### src/rtl/mult_sequencer.sv
// Purpose: issues start pulses to the multi-cycle multiplier, strobes HI/LO capture, flags decode stalls.
// Latency: start_mult one cycle after issue; hilo_we LATENCY cycles after issue; stall_mult combinational.
// Backpressure: requests a stall while busy; an issue waits for stallD_ext and flushE to be low.
module mult_sequencer #(
  parameter int LATENCY = 4,
  parameter int CNT_W   = 4,
  parameter int PERF_W  = 16
) (
  input  logic              clk,
  input  logic              reset,
  input  logic              start_multD,
  input  logic              mult_signD,
  input  logic [1:0]        out_selectD,
  input  logic              stallD_ext,
  input  logic              flushE,
  output logic              start_mult,
  output logic              mult_sign,
  output logic              hilo_we,
  output logic              busy,
  output logic              stall_mult,
  output logic [PERF_W-1:0] mult_count,
  output logic [PERF_W-1:0] stall_count
);

  typedef enum logic {IDLE, RUN} state_t;

  // Countdown starts at LATENCY-1 so the product lands exactly LATENCY cycles after issue.
  localparam logic [CNT_W-1:0] CntLoad = CNT_W'(LATENCY - 1);

  state_t           state;
  state_t           stateNext;
  logic [CNT_W-1:0] cnt;
  logic [CNT_W-1:0] cntNext;
  logic             ready;
  logic             mfRead;
  logic             issue;

  // Readiness, hazard detection and next-state selection.
  always_comb begin
    stateNext  = state;
    cntNext    = cnt;
    ready      = (state == IDLE) || (cnt == '0);
    mfRead     = out_selectD[1];
    issue      = start_multD && ready && !stallD_ext && !flushE;
    stall_mult = !ready && (start_multD || mfRead);
    hilo_we    = (state == RUN) && (cnt == '0);
    busy       = (state == RUN);
    if (issue) begin
      stateNext = RUN;
      cntNext   = CntLoad;
    end else if (state == RUN) begin
      if (cnt != '0) begin
        cntNext = cnt - CNT_W'(1);
      end else begin
        stateNext = IDLE;
      end
    end
  end

  // State and latency counter register.
  always_ff @(posedge clk or posedge reset) begin
    if (reset) begin
      state <= IDLE;
      cnt   <= '0;
    end else begin
      state <= stateNext;
      cnt   <= cntNext;
    end
  end

  // Start pulse and sign mode, both launched by an issue.
  always_ff @(posedge clk or posedge reset) begin
    if (reset) begin
      start_mult <= 1'b0;
      mult_sign  <= 1'b0;
    end else begin
      start_mult <= issue;
      if (issue) begin
        mult_sign <= mult_signD;
      end
    end
  end

  // Saturating performance counters: completed multiplies and stall cycles.
  always_ff @(posedge clk or posedge reset) begin
    if (reset) begin
      mult_count  <= '0;
      stall_count <= '0;
    end else begin
      if (hilo_we && (mult_count != '1)) begin
        mult_count <= mult_count + PERF_W'(1);
      end
      if (stall_mult && (stall_count != '1)) begin
        stall_count <= stall_count + PERF_W'(1);
      end
    end
  end

endmodule

### config.mk
export PLATFORM = sky130hd
export DESIGN_NAME = mult_sequencer
export DESIGN_NICKNAME = d
export VERILOG_FILES = /design/src/rtl/mult_sequencer.sv
export SDC_FILE = /design/constraint.sdc
export NUM_CORES = 1
export LEC_CHECK = 0
export ABC_AREA = 1
export BUFFER_PORTS_ARGS = -buffer_cell sky130_fd_sc_hd__buf_4
export CAP_MARGIN = 20
export CELL_PAD_IN_SITES_DETAIL_PLACEMENT = 1
export CELL_PAD_IN_SITES_GLOBAL_PLACEMENT = 1
export CORE_MARGIN = 2
export CORE_UTILIZATION = 39
export CTS_CLUSTER_SIZE = 30
export DETAILED_ROUTE_END_ITERATION = 7
export PLACE_DENSITY_LB_ADDON = 0.1
export SKIP_LAST_GASP = 1
export SLEW_MARGIN = 20
export SYNTH_ARGS = -nofsm -noshare
export SYNTH_HDL_FRONTEND = slang
export SYNTH_SLANG_ARGS = --single-unit
### constraint.sdc
create_clock -name clk -period 1.6 [get_ports clk]
set_input_delay 0.16 -clock clk [delete_from_list [all_inputs] [get_ports clk]]
set_output_delay 0.16 -clock clk [all_outputs]
set_load 0.02 [all_outputs]
==> impl_metrics.toml, run 1 <==
[floorplanning]
design.die.area_um2 = 6710
coreArea_um2 = 5890
core.rowCount = 28
io_pins = 45
die_y_um = 81.9
start_util_pct = 40.2
die_x_um = 81.9

[synthesis]
synth_area_leader_cell = "dfrtp_1"
ys_types = 23
yosys_warnings = 0
seq_area_frac_synth_pct = 41.2
syn_inst = 332
synthArstFlopShare_pct = 100
ys_dominant_reg_cell = "dfrtp_1"
netlist_area_um2 = 2370
post-synth-top-area-fraction_pct = 41.2
synth_nets = 344
synth_seq_cells = 39
syn_avg_cell_area_um2 = 7.13
synth_edf_count = 0
ys_top_cells_by_area = "dfrtp_1 41%, nand2_1 25%, nor2_1 5.1%"

[detailed_routing]
wl_um = 6940
wl_per_cell_um = 14.3
drc = 0
first_iter_violations = 62
routed_via_density = 4.91
firstDrtPassIters = 4
vias = 2379
ant_nets = 0

[placed_design]
placedCellCount = 468
gp_congestion = 0.777
port_buffers = 43
dp_slack_ps = 11.8
place_hpwl_um = 4920

[min_path]
hold_path.class = "in2async"

[pwr]
leakagePower_nw = 1.57
peakVddDrop_v = 0.000689
p_per_area_nw_per_um2 = 1210

[sta]
final.min_clock_period_ps = 1520
fin_ws_ps = 83.4
drv_slew = 0
period_share_pct = 94.8
finalSetupViolCount = 0
whs_ps = -2.44
hold_viol = 6
skew_ps = 4.74
slew_headroom_pct = 64.5
timing.fmax_ghz = 0.659
worstMarginPinSlew_ps = 532

[layout]
fin_nets = 422
stdcell_count = 485
fill_cells = 783
layout-drive-gt1-share_pct = 29.5
syn_to_final_growth_pct = 35.2
n_antenna_cell = 0

[clocking]
cts_tree = "yes"
clkTransAtPathRegs_ps = 80
root_buffer = "clkbuf_8"
clock_sinks = 39
clock_latency_ps = 290
htree_levels = 2
ctsLongestPathBuffers = 2
cts_buffers = 5

[critical_path]
r2r_start = "mult_count[6]"
path_max_fanout = 6
path_class = "reg2reg"
timing.rr.end = "mult_count[8]"
critPathRequiredTime_ps = 1830
cp-start-kind = "flop"
cp-startpoint = "mult_count[6]"
end_kind = "flop"
arrival_ps = 1750
r2r_slack_ps = 80
critPathCapture = "mult_count[8]"
reg2reg_depth = 8

[global_routing]
grt_max_degree = 40
first_global_vias = 2446
track_usage_pct = 21.5
grt_pass1_wl_um = 11100
antenna_found_initial = 0
gr-total-overflow = 0

[status]
status = "finished, violations left"
violations = "hold timing"

[run]
cap_violations = 0
==> per-stage QoR <==
stage               util, %  TNS [ps]  power (mW)  cell area [um2]  hold slack, ps
finish                 54.3         0        3.86             3200           -2.44
detailed placement     49.9         0        2.99             2940             353
floorplan                 -         0        2.29             2370             270
CTS                    51.6     -42.4        3.72             3030            28.2
global placement       49.9         0        2.94             2940             336
global route           54.3      -379        4.14             3200            36.9
==> layer usage <==
layer,track usage (%),vias up,routed length [um]
met3,3.41,10,201
met1,23.9,1144,2940
met4,5.00,0,108
li1,-,1184,-
met2,42.3,41,3690
met5,0,-,0
==> where the power goes <==
| group | switching, mW | internal (mW) |
|---|---|---|
| Sequential | 0.207 | 1.18 |
| Combinational | 0.972 | 0.779 |
| Clock | 0.377 | 0.340 |
==> worst max-delay path, cell delays in order, from the launching register on <==
cell     delay, ps
dfrtp_1        460
nand2_1        160
nor2_4         130
nand2_2         90
o21ai_4        210
buf_4          160
buf_6          110
nand2_1         60
nand2_1         70
==> layout make-up <==
type	instances	area [um2]	area share, %
Clock buffer	6	82.6	2.58
Clock inverter	1	5.00	0.156
Inverter	29	114	3.56
Multi-Input combinational cell	260	1300	40.7
Sequential cell	39	991	31.0
Tap cell	75	93.8	2.93
Timing Repair Buffer	74	604	18.9
Timing Repair inverter	1	5.00	0.156
==> how the worst min path moves through the flow <==
stage,startpoint,to,depth (start not counted)
after detailed placement,reset,mult_count[14],3
final,reset,mult_count[14],3
after CTS,reset,mult_count[14],3
after global placement,reset,mult_count[10],3
after floorplan,mult_signD,mult_sign,2
after global routing,reset,mult_count[14],3
==> state kept, by name, indices dropped and copies added, names as in the netlist <==
| signal | cells |
|---|---|
| busy | 1 |
| start_mult | 1 |
| mult_count | 16 |
| mult_sign | 1 |
| cnt | 4 |
| stall_count | 16 |
==> cells in the mapped netlist, types with 3 or more instances <==
cell type and number:
a21oi_1 4, buf_6 3, dfrtp_1 39, ha_1 4, inv_1 26, nand2_1 156, nand2_2 4, nand3_1 12
nand3_2 3, nand4_1 11, nor2_1 32, nor2_2 3, nor2_4 4, o21ai_0 9, xnor2_1 12
==> logic make-up after synthesis <==
kind of cell | Yosys count | share of synthesized area (%)
compound gates | 15 | 4.12
buf+inv | 33 | 6.45
fa+ha+maj | 4 | 2.12
flops | 39 | 41.2
xor+xnor | 14 | 5.18
simple gates | 227 | 40.9
==> cell usage in the layout (no fill, tap or decap) <==
cell type and count:
a21oi_1 4, and2_1 1, buf_12 3, buf_4 68, buf_6 3, clkbuf_8 6, clkinv_2 2, clkinv_4 1
dfrtp_1 27, dfrtp_2 12, ha_1 2, ha_4 2, inv_1 24, inv_2 4, nand2_1 154, nand2_2 5
nand2_4 1, nand3_1 12, nand3_2 1, nand3_4 2, nand4_1 11, nor2_1 30, nor2_2 3, nor2_4 6
nor3b_1 1, o21ai_0 7, o21ai_1 2, o21ai_4 2, xnor2_1 12, xor2_1 2
==> timing repair <==
item	in CTS	in global routing
gates resized for setup	2	27
setup buffers	0	9
hold buffers	0	0
pin swaps	0	3
setup endpoints to repair	2	35
gates cloned	0	1
Power figures use the tool's default switching activity.
==> run 2, diff against run 1 <==
Settings changed: CORE_UTILIZATION 39 to 40.
Clock period 1.6 ns to 1.96 ns, I/O delays scaled along.
==> run 2 against run 1 <==
The run now ends clean. Core utilization shrank 4.1 points. Non-clock buffer count down 28. Wire length is 10% lower. Critical path depth down 3. First-iteration DRC count is 32% lower. Clock-buffer cell count stayed put. Flip-flop and latch count did not move. Clock skew is 3.5 ps higher. Global-route usage shrank 0.41 points. Design area decreased by 8.6%. Total power fell by 21%. Largest power group is now registers. Highest routed layer unchanged.
==> impl_metrics.toml, run 2 (same netlist as run 1, synthesis figures left out) <==
[floorplanning]
start_util_pct = 40.7
die_y_um = 80.9
core.rowCount = 28
coreArea_um2 = 5820
design.die.area_um2 = 6550
io_pins = 45
die_x_um = 80.9

[clocking]
cts_buffers = 5
clkTransAtPathRegs_ps = 80
cts.repair.resized = 0
cts_tree = "yes"
root_buffer = "clkbuf_8"
ctsLongestPathBuffers = 2
cts_hold_buf = 0
clock_sinks = 39
htree_levels = 2
post-cts-setup-buffers = 0
clock_latency_ps = 290

[critical_path]
cp_cell_sequence = "inv_1 > ha_1 > nand2_1 > nor2_1 > buf_4"
reg2reg_depth = 8
cp-start-kind = "flop"
path_max_fanout = 5
worst-path-buf-inv = 2
arrival_ps = 1570
r2r_start = "stall_count[0]"
critPathMaxStageDelay_ps = 360
r2r_slack_ps = 250
critPathRequiredTime_ps = 1760
path_class = "reg2out"
cp_slowest_cell = "dfrtp_1"
cpLargestDelayFamily = "simple AND/OR/NAND/NOR gates"
end_kind = "output port"
timing.rr.end = "stall_count[0]"

[layout]
layout-drive-gt1-share_pct = 18.6
multi_input_area_um2 = 1240
fin_nets = 393
mostFrequentLayoutCell = "nand2_1"
syn_to_final_growth_pct = 23.5
fin_area_um2 = 2920
stdcell_count = 457
reg_top3 = "mult_count x16, stall_count x16, cnt x4"
seq_area_um2 = 976
fill_cells = 768
final_cell_mix = "156 x nand2_1, 44 x buf_4, 39 x dfrtp_1, 32 x nor2_1, 26 x inv_1"
fin_util_pct = 50.2
n_antenna_cell = 0

[sta]
fin_ws_ps = 191
whs_ps = 33.3
drv_slew = 0
finalSetupViolCount = 0
hold_viol = 0
worstMarginPinSlew_ps = 508
rsz0062_at_grt = "no"
period_share_pct = 90.2
timing.fmax_ghz = 0.565
final.min_clock_period_ps = 1770
skew_ps = 8.23
slew_headroom_pct = 66.1
tns_ps = 0

[detailed_routing]
routed_via_density = 4.90
wl_um = 6220
firstDrtPassIters = 4
vias = 2239
first_iter_violations = 42
wl_per_cell_um = 13.6
ant_nets = 0
drc = 0

[global_routing]
gr-total-overflow = 0
track_usage_pct = 21.1
antenna_found_initial = 0
grt_pass1_wl_um = 10800
first_global_vias = 2295
grt_max_degree = 40

[placed_design]
gp_congestion = 0.814
place_hpwl_um = 4620
port_buffers = 43
placedCellCount = 449
placed_cell_area_um2 = 2790
dp_slack_ps = 252

[pwr]
peakVddDrop_v = 0.000456
power.total_mw = 3.06
p_per_area_nw_per_um2 = 1050
leakagePower_nw = 1.44

[status]
status = "finished clean"

[min_path]
hold_path.class = "in2async"

[run]
cap_violations = 0
==> run 2: cell count changes in the layout (fill, tap and decap cells not counted), sizes merged <==
cell	delta
bufinv	+2
buf	-28
clkinv	-2
==> run 2: worst max path at each step <==
stage	start	end	slack [ps]	depth (start not counted)
after CTS	cnt[0]	hilo_we	140	5
after floorplan	cnt[0]	mult_count[3]	250	8
after global routing	cnt[0]	hilo_we	40	5
final	cnt[0]	hilo_we	190	5
after detailed placement	stall_count[0]	stall_count[0]	250	8
after global placement	stall_count[0]	stall_count[15]	300	8
==> run 2: power breakdown <==
part	internal (mW)	total (mW)	switching [mW]
combinational	0.431	1.10	0.665
clock	0.510	0.822	0.312
sequential	0.954	1.14	0.189
total	1.89	3.06	1.17
==> run 2: worst reg2reg max path: cells and delay by family (launching register included) <==
kind	cells	cell delay [ps]
adders and majority gates	1	310
and+or+nand+nor	6	810
DFF	1	470
buffers and inverters	1	60
==> run 2: cell type report <==
cell class,instances,area share [%]
Inverter,29,3.81
Multi-Input combinational cell,260,42.4
Clock buffer,6,2.48
Clock inverter,2,2.06
Sequential cell,39,33.4
Tap cell,75,3.21
Timing Repair Buffer,46,12.7
==> run 2: routing by layer <==
| metal | track usage [%] | vias up | share of wire, % |
|---|---|---|---|
| met3 | 3.00 | 6 | 2.6 |
| met5 | 0 | - | 0 |
| met4 | 6.10 | 0 | 1.2 |
| met2 | 40.7 | 30 | 54 |
| met1 | 24.0 | 1080 | 42 |
| li1 | - | 1123 | - |
